### config.mk
export PLATFORM = sky130hd
export DESIGN_NAME = usb_tx_payload_builder
export DESIGN_NICKNAME = d
export VERILOG_FILES = /design/src/rtl/usb_pkg.sv /design/src/rtl/usb_crc16_word.sv /design/src/rtl/usb_tx_payload_builder.sv
export SDC_FILE = /design/constraint.sdc
export NUM_CORES = 1
export LEC_CHECK = 0
export BUFFER_PORTS_ARGS = -buffer_cell sky130_fd_sc_hd__buf_2
export CORE_UTILIZATION = 40
export CTS_CLUSTER_SIZE = 8
export DETAILED_ROUTE_END_ITERATION = 7
export SYNTH_ARGS = -nofsm -noshare
export SYNTH_HDL_FRONTEND = slang
export SYNTH_SLANG_ARGS = --single-unit
### constraint.sdc
create_clock -name clk -period 4.95 [get_ports clk]
set_input_delay 0.99 -clock clk [delete_from_list [all_inputs] [get_ports clk]]
set_output_delay 0.99 -clock clk [all_outputs]
set_load 0.01 [all_outputs]
### src/rtl/usb_pkg.sv
// Shared USB definitions: transmit payload builder states and CRC16 constants.
package usb_pkg;

    typedef enum logic [1:0] {
        COLLECT  = 2'd0,
        FINALIZE = 2'd1,
        ARMED    = 2'd2
    } tx_build_state_t;

    localparam logic [15:0] CRC16_POLY_REFL     = 16'hA001;
    localparam logic [15:0] CRC16_INIT          = 16'hFFFF;
    localparam logic [15:0] CRC16_RESIDUAL_REFL = 16'hB001;
    localparam int          NUM_WORDS_DEFAULT   = 16;

endpackage

### src/rtl/usb_crc16_word.sv
// Combinational USB CRC16 update over one 32-bit word, byte [7:0] first,
// each byte LSB-first, which reduces to walking bits 0..31 in order.
module usb_crc16_word
    import usb_pkg::*;
(
    input  logic [15:0] crc_in,
    input  logic [31:0] word,
    output logic [15:0] crc_out
);

    logic [15:0] crc_w;

    always_comb begin
        crc_w = crc_in;
        for (int i = 0; i < 32; i++) begin
            if (crc_w[0] ^ word[i])
                crc_w = (crc_w >> 1) ^ CRC16_POLY_REFL;
            else
                crc_w = crc_w >> 1;
        end
        crc_out = crc_w;
    end

endmodule

### src/rtl/usb_tx_payload_builder.sv
// Gathers NUM_WORDS words plus an inverted CRC16 into one wide payload and
// holds it with shift_out raised until the ULPI transmitter pulses tx_done.
module usb_tx_payload_builder
    import usb_pkg::*;
#(
    parameter  int NUM_WORDS = NUM_WORDS_DEFAULT,
    localparam int PAYLOAD_W = NUM_WORDS * 32 + 16,
    localparam int CNT_W     = $clog2(NUM_WORDS + 1)
) (
    input  logic                 clk,
    input  logic                 rst,
    input  logic                 word_valid,
    input  logic [31:0]          word_data,
    output logic                 word_ready,
    input  logic                 abort,
    input  logic                 tx_done,
    output logic                 shift_out,
    output logic [PAYLOAD_W-1:0] payload,
    output logic [CNT_W-1:0]     word_count
);

    tx_build_state_t        state;
    logic [15:0]            crc;
    logic [15:0]            crc_next;
    logic                   accept;
    logic                   last_word;
    logic [NUM_WORDS-1:0]   word_we;

    assign word_ready = (state == COLLECT);
    // Abort wins over a simultaneous handshake, so the word is never stored.
    assign accept     = word_ready && word_valid && !abort;
    assign last_word  = (word_count == CNT_W'(NUM_WORDS - 1));

    always_comb begin
        word_we = '0;
        for (int k = 0; k < NUM_WORDS; k++)
            word_we[k] = accept && (word_count == CNT_W'(k));
    end

    usb_crc16_word u_crc (
        .crc_in  (crc),
        .word    (word_data),
        .crc_out (crc_next)
    );

    always_ff @(posedge clk) begin
        if (rst) begin
            state      <= COLLECT;
            crc        <= CRC16_INIT;
            payload    <= '0;
            word_count <= '0;
            shift_out  <= 1'b0;
        end else begin
            for (int k = 0; k < NUM_WORDS; k++)
                if (word_we[k]) payload[32*k +: 32] <= word_data;

            case (state)
                COLLECT: begin
                    if (abort) begin
                        payload    <= '0;
                        word_count <= '0;
                        crc        <= CRC16_INIT;
                    end else if (accept) begin
                        crc        <= crc_next;
                        word_count <= word_count + 1'b1;
                        if (last_word) state <= FINALIZE;
                    end
                end
                FINALIZE: begin
                    if (abort) begin
                        payload    <= '0;
                        word_count <= '0;
                        crc        <= CRC16_INIT;
                        state      <= COLLECT;
                    end else begin
                        // Inverted CRC occupies the top 16 bits, low byte sent first.
                        payload[PAYLOAD_W-1 -: 16] <= ~crc;
                        shift_out                  <= 1'b1;
                        state                      <= ARMED;
                    end
                end
                ARMED: begin
                    if (tx_done) begin
                        payload    <= '0;
                        word_count <= '0;
                        crc        <= CRC16_INIT;
                        shift_out  <= 1'b0;
                        state      <= COLLECT;
                    end
                end
                default: begin
                    shift_out <= 1'b0;
                    state     <= COLLECT;
                end
            endcase
        end
    end

endmodule
Word-level counts from Yosys, hierarchy flattened
Index checks and enable logic that the tools add are counted.

operators by class
  bitwise gates (word level) = 66
  equal/unequal tests = 25
  add/sub/neg operators = 1
  muxes and demuxes = 72
  reductions and logical operators = 26

operators with widths
  kind                   number
  $pmux W528 S3          1
  $mux W528              2
  $mux W16               37
  $mux W32               16
  $mux W512              1
  $not A2 Y3             32
  $pmux W16 S3           1
  $eq A5 B4 Y1 const B   8
  $xor A1 B1 Y1          32
  $eq A5 B3 Y1 const B   4
  $mux W5                4
  $logic_and A1 B1 Y1    18
  $not A16 Y16           1
  $pmux W5 S3            1
  $eq A5 B2 Y1 const B   2
  $mux W2                5
  $ne A2 B2 Y1 const B   4
  $reduce_and A4 Y1      2
  $ne A2 B1 Y1 const B   3
  $pmux W2 S3            1
  $reduce_and A3 Y1      2
  $add A5 B1 Y5 const B  1
  $eq A5 B1 Y1 const B   1
  $logic_not A5 Y1       1
  9 further kinds        10

word-level totals
  bits in registers = 552
  output and inout port bits = 535
  word-level logic and storage cells = 196
  bits of input ports = 37

Depth between registers and ports, before layout
Gate-level depths: netlist (run 1).

  depth after elaboration = 67
  mapped depth = 10

By module
Synthesis (run 1) repeated with hierarchy kept, for this count alone.

second synthesis, totals
  cell total of the unflattened synthesis = 2611
  area total of the unflattened synthesis = 20475.9 um^2

by module, submodules not included
  module                  seq. area each (um^2)  area each (um^2)  cells an instance  instances
  usb_tx_payload_builder  11050.6                19625.1           2534               1
  usb_crc16_word          0.0                    850.8             77                 1

Least setup slack after synthesis (run 1)
OpenSTA, ideal clock, no wires.

  kind = input to register
  start point = input port word_data[20]
  end point = register crc[0]
  path buffers = 1
  path slack = 1785 ps
  data arrival time = 3086 ps
  stages = 8
  cell sequence = buf_2 xnor2_1 xnor3_1 xnor3_1 xnor3_2 xor2_1 mux2_4 o221ai_2

between the ends
  cells in the longest elaborated chain, start to end = 27

ends and longest elaborated chain
  element                 line                          RTL
  start: declaration      usb_tx_payload_builder.sv:13  input logic [31:0] word_data,
  $xor A1 B1 Y1           usb_crc16_word.sv:16          if (crc_w[0] ^ word[i])
  $mux W16                usb_crc16_word.sv:16
  $xor A1 B1 Y1           usb_crc16_word.sv:16
  $mux W16                usb_crc16_word.sv:16
  $xor A1 B1 Y1           usb_crc16_word.sv:16
  $mux W16                usb_crc16_word.sv:16
  $xor A1 B1 Y1           usb_crc16_word.sv:16
  $mux W16                usb_crc16_word.sv:16
  (+11 left out)          --
  $mux W16                usb_crc16_word.sv:16
  $xor A1 B1 Y1           usb_crc16_word.sv:16
  $mux W16                usb_crc16_word.sv:16
  $xor A1 B1 Y1           usb_crc16_word.sv:16
  $mux W16                usb_crc16_word.sv:16
  $mux W16                usb_tx_payload_builder.sv:63  end else if (accept) begin
  $mux W16                usb_tx_payload_builder.sv:59  if (abort) begin
  $pmux W16 S3            usb_tx_payload_builder.sv:57  case (state)
  end signal: assignment  usb_tx_payload_builder.sv:64  crc <= crc_next;
  end: declaration        usb_tx_payload_builder.sv:23  logic [15:0] crc;

No other way between the ends. The select of a mux whose other input is x is not followed.
A chain may end at the register's enable or synchronous reset.

Worst setup path in the final report (run 1)
  start point = register state[0]
  end point = register payload[303]

between the ends
  cells in the longest elaborated chain, start to end = 7
  elaborated cells between the ends (all ways) = 11
  those cells by class = eq/ne: 2; mux: 5; reduce/logical: 4

ends and longest elaborated chain
  element                            line                                                        RTL
  start: declaration                 usb_tx_payload_builder.sv:22                                tx_build_state_t state;
  start signal: assignment           usb_tx_payload_builder.sv:48                                state <= COLLECT;
  start signal: assignment           usb_tx_payload_builder.sv:66                                if (last_word) state <= FINALIZE;
  start signal: assignment           usb_tx_payload_builder.sv:74                                state <= COLLECT;
  $logic_not A2 Y1                   usb_tx_payload_builder.sv:29, usb_tx_payload_builder.sv:57
  $logic_and A1 B1 Y1 (2 in a row)   usb_tx_payload_builder.sv:31                                assign accept = word_ready && word_valid && !abort;
  $logic_and A1 B1 Y1                usb_tx_payload_builder.sv:37                                word_we[k] = accept && (word_count == CNT_W'(k));
  $mux W32                           usb_tx_payload_builder.sv:55                                if (word_we[k]) payload[32*k +: 32] <= word_data;
  $mux W528 (tied with other cells)  usb_tx_payload_builder.sv:83                                if (tx_done) begin
  $pmux W528 S3 (*)                  usb_tx_payload_builder.sv:57
  end signal: indexed assignment     usb_tx_payload_builder.sv:55
  end signal: indexed assignment     usb_tx_payload_builder.sv:77                                payload[PAYLOAD_W-1 -: 16] <= ~crc;
  end: declaration                   usb_tx_payload_builder.sv:18                                output logic [PAYLOAD_W-1:0] payload,

Mark *: on every way between the ends. The rest lies on a longest branch, timed or not. The select of a mux whose other input is x is not followed.

==> flow_summary_export.csv, run 1 <==
group,metric,value,unit
synthesis,synth_area,20180,µm²
grt,gr-total-overflow,0,
synthesis,yosysWarnings,0,
synthesis,synth_nets,2630,
synthesis,synth-edff-count,0,
die,start_util,40.89,%
die,die_area,51350,µm²
die,core,49360,µm²
synthesis,synth_top_family_by_area,"simple AND/OR/NAND/NOR gates",
synthesis,synth-xor-area-share,4.067,%
clock_network,root_buffer,"clkbuf_16",
synthesis,synthSimpleGateAreaFrac,21.92,%
setup_path,critPathRequiredTime,5.47,ns
timing,rsz0062_at_grt,"false",
final_layout,seq_area,11050,µm²
setup_path,cp.depth,8,
timing,slew_headroom,17.70,%
grt,grt_pass1_wl,116500,µm
timing,final-hold-violation-count,0,
clock_network,clkLatencyLatePin,0.61,ns
timing,period_minus_slack,3.157,ns
grt,grt_pass1_vias,18140,
power_and_ir_drop,p_leak,10.29,nW
synthesis,ys_seq_area_share,54.76,%
setup_path,worstPathMaxFanout,32,
synthesis,yosys.area.top_type,"dfxtp_1",
final_layout,multi_input_area,8295,µm²
routing,route.detailed.drc,0,
routing,postRouteAntennaNets,0,
routing,wl,81090,µm
grt,grt_antenna_before_repair,1,
final_layout,area_growth,27.10,%
synthesis,synthMuxAreaShare,0.1302,%
synthesis,synth_top_area_share,54.76,%
place,place_congestion,0.8823,
clock_network,cts_sinks,552,
place,place_hpwl,54490,µm
clock_network,cts_tree,"done",
clock_network,clk_pin_slew,0.05,ns
synthesis,synth_ff_type,"dfxtp_1",
timing,fin_crit_sh,63.77,%
setup_path,cp_num_buf_inv,1,
setup_path,path_common_cell,"nand2_1",
routing,drt_iter0_drc,1557,
setup_path,slowest_delay,0.84,ns
grt,grtUsageTotal,30.66,%
clock_network,h-tree-depth,3,
setup_path,crit_path_start_kind,"flip-flop",
synthesis,yosys-top-cells-area,"dfxtp_1, nand2_1, a21oi_1, clkbuf_1, xnor2_1",
final_layout,drive_gt1_share,24.12,%
setup_path,path_delay_family,"simple AND/OR/NAND/NOR gates",
routing,first_pass_iters,5,
die,rows,81,
die,die_height,226.6,µm
place,pre_cts_ws,1.329,ns
timing,worst_slew_pin_slew,1.232,ns
outcome,status,"complete, no violations",
setup_path,arrival,3.68,ns
timing,setup_ws,1.793,ns
synthesis,synth-compound-area-share,13.97,%
clock_network,cts_buffers,79,
synthesis,netlist_instances,2584,
routing,via_count,19590,
synthesis,yosysUniqueCellTypes,36,
job,maxCapViolCount,0,
synthesis,synth_seq_cells,552,
setup_path,cp_slowest_cell,"nor2_4",
routing,wl_per_cell,21.74,µm
worst_hold_path,hp-class,"flip-flop to flip-flop",
clock_network,post-cts-setup-buffer-count,0,
setup_path,path_class,"flip-flop to flip-flop",
synthesis,synthAdderAreaFrac,0.5580,%
synthesis,synth_area_per_cell,7.810,µm²
power_and_ir_drop,vdd_ir_drop_max,0.2909,mV
timing,setup_viol,0,
synthesis,yosys-top-cells-count,"nand2_1, dfxtp_1, a21oi_1, clkbuf_1",
timing,fin_skew,0.01040,ns
place,io_buffers,571,
timing,finalSetupTns,0,ns
final_layout,fin_nets,3102,
timing,finalMaxSlewViolations,0,
clock_network,postCtsHoldBufs,0,
clock_network,clock_path_buffers,3,
synthesis,synthArstFlopShare,0,%
setup_path,reg2regPathDepth,8,
die,ioPinCount,572,
power_and_ir_drop,power_density,414.6,nW/µm²
timing,max_freq,0.3168,GHz
grt,grt_max_degree,74,
final_layout,fillCellCount,4756,
clock_network,ctsResizeCount,0,
die,die_w,226.6,µm
setup_path,cp-end-kind,"flip-flop",
routing,viasPerCell,5.253,
setup_path,crit_chain,"inv_1, ha_1, nand2b_1, nor3_1, nand2_1, nor2_4, nand2_1, a21oi_1",
worst_hold_path,whs_path_depth,2,
synthesis,yosysMostFrequentCell,"nand2_1",
-- layer usage --
metal | vias to the layer above | GRT usage [%] | routed length, µm
met5 | - | 0 | 0
met4 | 0 | 11.94 | 3061
met3 | 171 | 9.097 | 8075
met2 | 921 | 49.75 | 37840
met1 | 9341 | 38.09 | 32120
li1 | 9160 | - | -
-- worst min-delay path: stages, from the launching register on --
cell     delay (ns)
dfxtp_1        0.30
nand2_1        0.05
a21oi_1        0.05
-- stage by stage --
step | utilization, % | instance area [µm²] | hold slack [ns] | std cells | power (W)
3_5_place_dp | 47.66 | 23520 | 0.4431 | 3639 | 0.005908
6_report | 51.97 | 25650 | 0.4483 | 3730 | 0.01064
2_1_floorplan | - | 20180 | 0.4730 | 2584 | 0.005615
3_3_place_gp | 47.66 | 23520 | 0.4378 | 3639 | 0.005908
4_1_cts | 51.96 | 25640 | 0.4495 | 3728 | 0.01069
5_1_grt | 51.96 | 25640 | 0.4652 | 3728 | 0.01097
-- where the power goes --
group | internal [W] | switching (W) | total (W)
sequential | 0.00450 | 0.0000463 | 0.00455
clock | 0.00293 | 0.00187 | 0.00480
combinational | 0.000578 | 0.000710 | 0.00129
-- state kept, by name, indices dropped and copies added (netlist names) --
| signal | count |
|---|---|
| shift_out | 1 |
| payload | 528 |
| state | 2 |
| crc | 16 |
| word_count | 5 |
-- kinds of logic after synthesis --
| kind of cell | Yosys count |
|---|---|
| AND/OR/NAND/NOR | 1156 |
| AO/OA/AOI/OAI | 554 |
| flip-flops | 552 |
| buffers and inverters | 238 |
| XOR/XNOR | 73 |
| adder cells (fa/ha/maj) | 9 |
| multiplexers | 2 |
-- layout make-up --
type	instances	area share [%]
inverters	6	0.08780
clock buffers	85	8.122
repair buffers	623	12.96
clock inverters	4	0.1512
diodes	2	0.01951
multi-input cells	1794	32.34
well taps	664	3.239
flip-flops and latches	552	43.08
-- worst paths after layout --
check	startpoint	end	slack (ns)
max	state[0]	payload[303]	1.79
min	payload[329]	payload[329]	0.45
max reg2reg	state[0]	payload[303]	1.79
min reg2reg	payload[329]	payload[329]	0.45
-- cells in the final DEF, fill, tap and decap left out, types with 2 or more instances in the layout --
cell type,n
nand2_1,1062
and2_1,4
inv_6,2
ha_1,9
nor2_1,31
nor3_1,21
o21ai_1,3
diode_2,2
nor2b_1,3
nor2_4,5
xnor3_1,8
a21oi_1,533
buf_2,571
xnor2_1,43
nor3_2,4
nand3_1,6
xor3_1,2
o21ai_0,2
buf_12,6
buf_4,46
or2_2,3
clkbuf_16,82
xor2_1,17
nor2_2,7
o211ai_1,10
inv_1,6
clkbuf_8,2
dfxtp_1,552
nand2b_1,6
Power figures use the tool's default switching activity.
==> run 2, diff against run 1 <==
==> constraint.sdc (replaced) <==
create_clock -name clk -period 3 [get_ports clk]
set_input_delay 0.6 -clock clk [delete_from_list [all_inputs] [get_ports clk]]
set_output_delay 0.6 -clock clk [all_outputs]
set_load 0.01 [all_outputs]
==> run 2 against run 1 <==
Against the previous run:
- wire length is 2.0% higher
- largest power group unchanged
- critical endpoint is now crc[0]
- global-route usage is 0.50 points higher
- final area is 2.1% higher
- largest cell class unchanged
- cell count is 1.6% higher
- first-iteration DRC count is 6.1% higher
==> flow_summary_export.csv, run 2 (synthesis results as in run 1) <==
group,metric,value,unit
outcome,status,"complete, no violations",
die,rows,81,
clock_network,clk_pin_slew,0.05,ns
die,die_area,51350,µm²
timing,fin_hold_ws,0.3338,ns
place,place_area,24040,µm²
grt,grt_antenna_before_repair,3,
place,io_buffers,571,
setup_path,crit_path_start_kind,"flip-flop",
routing,wl,82700,µm
power_and_ir_drop,p_leak,10.60,nW
setup_path,worstPathMaxFanout,5,
clock_network,ctsResizeCount,0,
timing,slew_headroom,61.05,%
routing,wl_met1,33420,µm
routing,route.detailed.drc,0,
die,die_w,226.6,µm
power_and_ir_drop,vdd_ir_drop_max,0.4654,mV
final_layout,largest_reg_flops,528,
timing,finalSetupTns,0,ns
clock_network,cts_tree,"done",
final_layout,fin_nets,3159,
final_layout,drive_gt1_share,25.50,%
power_and_ir_drop,p_int,0.01343,W
clock_network,root_buffer,"clkbuf_16",
setup_path,critPathRequiredTime,3.54,ns
final_layout,area_growth,29.74,%
grt,gr-total-overflow,0,
routing,drt_iter0_drc,1652,
routing,postRouteAntennaNets,0,
clock_network,cts_sinks,552,
clock_network,h-tree-depth,3,
timing,period_minus_slack,2.564,ns
job,maxCapViolCount,0,
power_and_ir_drop,power_density,684.2,nW/µm²
place,place_hpwl,56560,µm
setup_path,cp-end-kind,"flip-flop",
routing,via_count,19990,
final_layout,reg.largest.list,"payload x528, crc x16, word_count x5",
clock_network,post-cts-setup-buffer-count,0,
clock_network,clock_path_buffers,3,
power_and_ir_drop,p_switching,0.004487,W
die,die_height,226.6,µm
final_layout,layout_commonest_cell,"nand2_1",
final_layout,final_cell_mix,"nand2_1, buf_2, dfxtp_1",
die,ioPinCount,572,
final_layout,postLayoutCellArea,26180,µm²
die,start_util,40.89,%
power_and_ir_drop,clkPwrFrac,44.6,%
timing,max_freq,0.3900,GHz
grt,grtUsageTotal,31.16,%
routing,routed.top_layer,"met4",
routing,first_pass_iters,5,
timing,rsz0062_at_grt,"false",
worst_hold_path,hp-class,"input pin to flip-flop",
routing,route.met2.wl,37710,µm
place,place_congestion,0.8800,
grt,grt_pass1_vias,18310,
setup_path,path_class,"flip-flop to flip-flop",
setup_path,arrival,3.11,ns
power_and_ir_drop,swShare,25.05,%
timing,setup_viol,0,
final_layout,fillCellCount,4648,
clock_network,cts_buffers,79,
final_layout,post-route-util,53.05,%
routing,wl_per_cell,21.83,µm
power_and_ir_drop,seqPwrFrac,41.9,%
grt,grt_pass1_wl,118200,µm
timing,worst_slew_pin_slew,0.5843,ns
timing,final-hold-violation-count,0,
grt,grt_max_degree,116,
timing,finalMaxSlewViolations,0,
clock_network,clkLatencyLatePin,0.61,ns
timing,fin_crit_sh,85.47,%
die,core,49360,µm²
timing,fin_skew,0.02080,ns
routing,wl_met3,7880,µm
routing,viasPerCell,5.275,
final_layout,max_flop_register,"payload",
clock_network,postCtsHoldBufs,0,
power_and_ir_drop,pwr-share-comb,13.6,%
-- run 2: cell types whose count changed in the layout (fill, tap and decap cells not counted) --
cell       change
buf_4         +50
diode_2        +1
inv_6          +1
clkbuf_8       -1
buf_12         +7
clkbuf_1       +1
clkinv_2       -1
inv_16         +2
bufinv_16      +1
clkbuf_16      -2
-- run 2: through the flow --
step,power [W],worst slack (ns),std cells
global placement,0.01003,0.07061,3696
detailed placement,0.01004,0.04913,3696
CTS,0.01800,0.4295,3786
finish,0.01791,0.4358,3789
floorplan,0.009265,0.2249,2584
global route,0.01846,0.2804,3789
-- run 2: final timing paths --
check	from	to	slack (ns)	cells past startpoint
min reg2reg	payload[267]	payload[267]	0.45	2
min	tx_done	state[0]	0.33	4
max	crc[4]	crc[0]	0.44	7
max reg2reg	crc[4]	crc[0]	0.44	7
-- run 2: power by group through the flow --
stage | sequential [W] | clock (W) | combinational, W
after floorplan | 0.00763 | 0 | 0.00164
after global placement | 0.00764 | 0 | 0.00239
after detailed placement | 0.00764 | 0 | 0.00239
after CTS | 0.00750 | 0.00809 | 0.00241
after global routing | 0.00750 | 0.00838 | 0.00258
final | 0.00750 | 0.00798 | 0.00243
-- run 2: layout make-up --
class,instances,area (µm²),area share [%]
diodes,3,7.507,0.02867
clock buffers,83,2023,7.728
clock inverters,7,112.6,0.4301
inverters,6,22.52,0.08602
multi-input cells,1794,8295,31.68
flip-flops and latches,552,11050,42.21
well taps,664,830.8,3.173
repair buffers,680,3839,14.66
-- run 2: worst max-delay path, cell delays in order, from the launching register on --
cell and delay, ns:
dfxtp_1 0.37, xnor2_4 0.26, xnor3_1 0.37, xnor3_1 0.39, xnor3_2 0.47, xor2_1 0.20, mux2_4 0.28, o221ai_2 0.15
-- run 2: metal layers --
metal  global-route usage, %  vias up
li1                        -     9278
met1                   39.38     9563
met2                   49.20      945
met3                   8.967      202
met4                   13.86        0
met5                       0        -
==> run 3, diff against run 2 <==
--- a/config.mk
+++ b/config.mk
@@ -6,9 +6,12 @@
 export NUM_CORES = 1
 export LEC_CHECK = 0
 export BUFFER_PORTS_ARGS = -buffer_cell sky130_fd_sc_hd__buf_2
-export CORE_UTILIZATION = 40
+export CORE_AREA = 2 2 225 227
 export CTS_CLUSTER_SIZE = 8
 export DETAILED_ROUTE_END_ITERATION = 7
+export DIE_AREA = 0 0 227 229
+export PLACE_DENSITY = 0.65
+export SLEW_MARGIN = 20
 export SYNTH_ARGS = -nofsm -noshare
 export SYNTH_HDL_FRONTEND = slang
 export SYNTH_SLANG_ARGS = --single-unit
==> run 3 against run 2 <==
Against the previous run:
- utilization decreased by 0.25 points
- fmax shrank 0.33%
- largest power group unchanged
- die area increased by 1.2%
- global-route usage decreased by 0.31 points
- sequential share of layout area is 0.058 points lower
- cell count grew 0.26%
- critical path depth unchanged
- critical path type unchanged
==> flow_summary_export.csv, run 3 (synthesis results as in run 1) <==
group,metric,value,unit
outcome,status,"complete, no violations",
setup_path,critPathRequiredTime,3.53,ns
power_and_ir_drop,p_leak,10.62,nW
clock_network,cts_buffers,79,
power_and_ir_drop,swShare,25.02,%
grt,grt_pass1_wl,119700,µm
routing,via_count,20060,
setup_path,rrSetupSlack,0.43,ns
routing,route.detailed.drc,0,
final_layout,final_cell_mix,"nand2_1, buf_2, dfxtp_1",
clock_network,h-tree-depth,3,
routing,viasPerCell,5.281,
die,die_w,227,µm
die,ioPinCount,572,
routing,wl_per_cell,21.85,µm
clock_network,cts_tree,"done",
die,die_area,51980,µm²
timing,setup_viol,0,
power_and_ir_drop,p_int,0.01340,W
timing,final-hold-violation-count,0,
setup_path,arrival,3.10,ns
power_and_ir_drop,power_density,681.5,nW/µm²
place,dp_cells,3706,
timing,period_minus_slack,2.573,ns
final_layout,drive_gt1_share,25.48,%
clock_network,ctsResizeCount,0,
final_layout,layout.cells.non_filler,3799,
clock_network,clkLatencyLatePin,0.62,ns
power_and_ir_drop,pwr-share-comb,13.1,%
routing,postRouteAntennaNets,0,
grt,grt_max_degree,122,
power_and_ir_drop,clkPwrFrac,44.9,%
power_and_ir_drop,p_switching,0.004470,W
final_layout,postLayoutCellArea,26220,µm²
place,pre_cts_ws,-0.08778,ns
clock_network,postCtsHoldBufs,0,
timing,worst_slew_pin_slew,0.5969,ns
timing,fin_crit_sh,85.75,%
final_layout,area_growth,29.91,%
setup_path,path_class,"flip-flop to flip-flop",
place,place_area,24050,µm²
grt,grt_antenna_before_repair,3,
timing,fin_skew,0.01975,ns
place,place_congestion,0.8687,
power_and_ir_drop,finalPower,0.01787,W
clock_network,clock_path_buffers,3,
final_layout,max_flop_register,"payload",
final_layout,layout_commonest_cell,"nand2_1",
worst_hold_path,min_from,"abort",
setup_path,r2r_end,"crc[0]",
clock_network,post-cts-setup-buffer-count,0,
setup_path,reg2regPathDepth,7,
timing,finalMaxSlewViolations,0,
final_layout,fin_nets,3161,
place,place_hpwl,56860,µm
final_layout,largest_reg_flops,528,
setup_path,worstPathMaxFanout,5,
worst_hold_path,hold_end,"shift_out",
final_layout,reg.largest.list,"payload x528, crc x16, word_count x5",
clock_network,cts_sinks,552,
timing,rsz0062_at_grt,"false",
die,start_util,40.64,%
setup_path,crit_path_start_kind,"flip-flop",
die,core,49660,µm²
worst_hold_path,hp-class,"input pin to flip-flop",
grt,grt_pass1_vias,19120,
grt,grtUsageTotal,30.85,%
final_layout,post-route-util,52.80,%
setup_path,r2r_start,"crc[4]",
power_and_ir_drop,vdd_ir_drop_max,0.4951,mV
timing,setup_ws,0.4274,ns
worst_hold_path,whs_path_depth,4,
setup_path,cp-end-kind,"flip-flop",
timing,slew_headroom,60.11,%
routing,first_pass_iters,6,
place,io_buffers,571,
setup_path,cp-startpoint,"crc[4]",
clock_network,root_buffer,"clkbuf_16",
timing,max_freq,0.3887,GHz
power_and_ir_drop,seqPwrFrac,42.0,%
die,rows,82,
die,die_height,229,µm
routing,drt_iter0_drc,1508,
clock_network,clk_pin_slew,0.05,ns
grt,gr-total-overflow,0,
job,maxCapViolCount,0,
routing,wl,83010,µm
run 3: layout make-up:
type / count / area (µm²)
Clock inverter: 6 / 113.9
Timing Repair Buffer: 682 / 3841
Tap cell: 672 / 840.8
Clock buffer: 84 / 2048
Multi-Input combinational cell: 1794 / 8293
Sequential cell: 552 / 11050
Antenna cell: 3 / 7.507
Fill cell: 4761 / 23440
Inverter: 6 / 22.52
run 3: per-stage QoR:
step	hold slack, ns	setup TNS, ns
after global routing	0.3865	0
after detailed placement	0.4429	-0.08778
after global placement	0.4383	-0.07213
after CTS	0.3338	0
final	0.3658	0
after floorplan	0.4730	0
run 3: worst max-delay path by stage:
stage / to / slack, ns / cells after the start
floorplan: crc[0] / 0.22 / 8
global placement: crc[0] / -0.07 / 9
detailed placement: crc[0] / -0.09 / 9
CTS: crc[0] / 0.42 / 7
global route: payload[52] / 0.30 / 10
finish: crc[0] / 0.43 / 7
run 3: worst max-delay path: stages (launching register included):
cell	delay [ns]
dfxtp_1	0.46
xnor2_4	0.18
xnor3_1	0.38
xnor3_1	0.38
xnor3_2	0.47
xor2_1	0.20
mux2_4	0.28
o221ai_2	0.15
run 3: per-layer routing:
layer	track usage [%]	wire, µm	vias up
li1	-	-	9271
met1	37.33	32010	9496
met2	49.14	37640	1051
met3	9.647	8970	243
met4	15.93	4390	0
met5	0	0	-
run 3: power groups by stage:
| stage | Sequential [W] | Clock, W | Combinational (W) |
|---|---|---|---|
| after floorplan | 0.00763 | 0 | 0.00164 |
| after global placement | 0.00764 | 0 | 0.00229 |
| after detailed placement | 0.00764 | 0 | 0.00230 |
| after CTS | 0.00750 | 0.00812 | 0.00232 |
| after global routing | 0.00750 | 0.00843 | 0.00251 |
| final | 0.00750 | 0.00802 | 0.00235 |
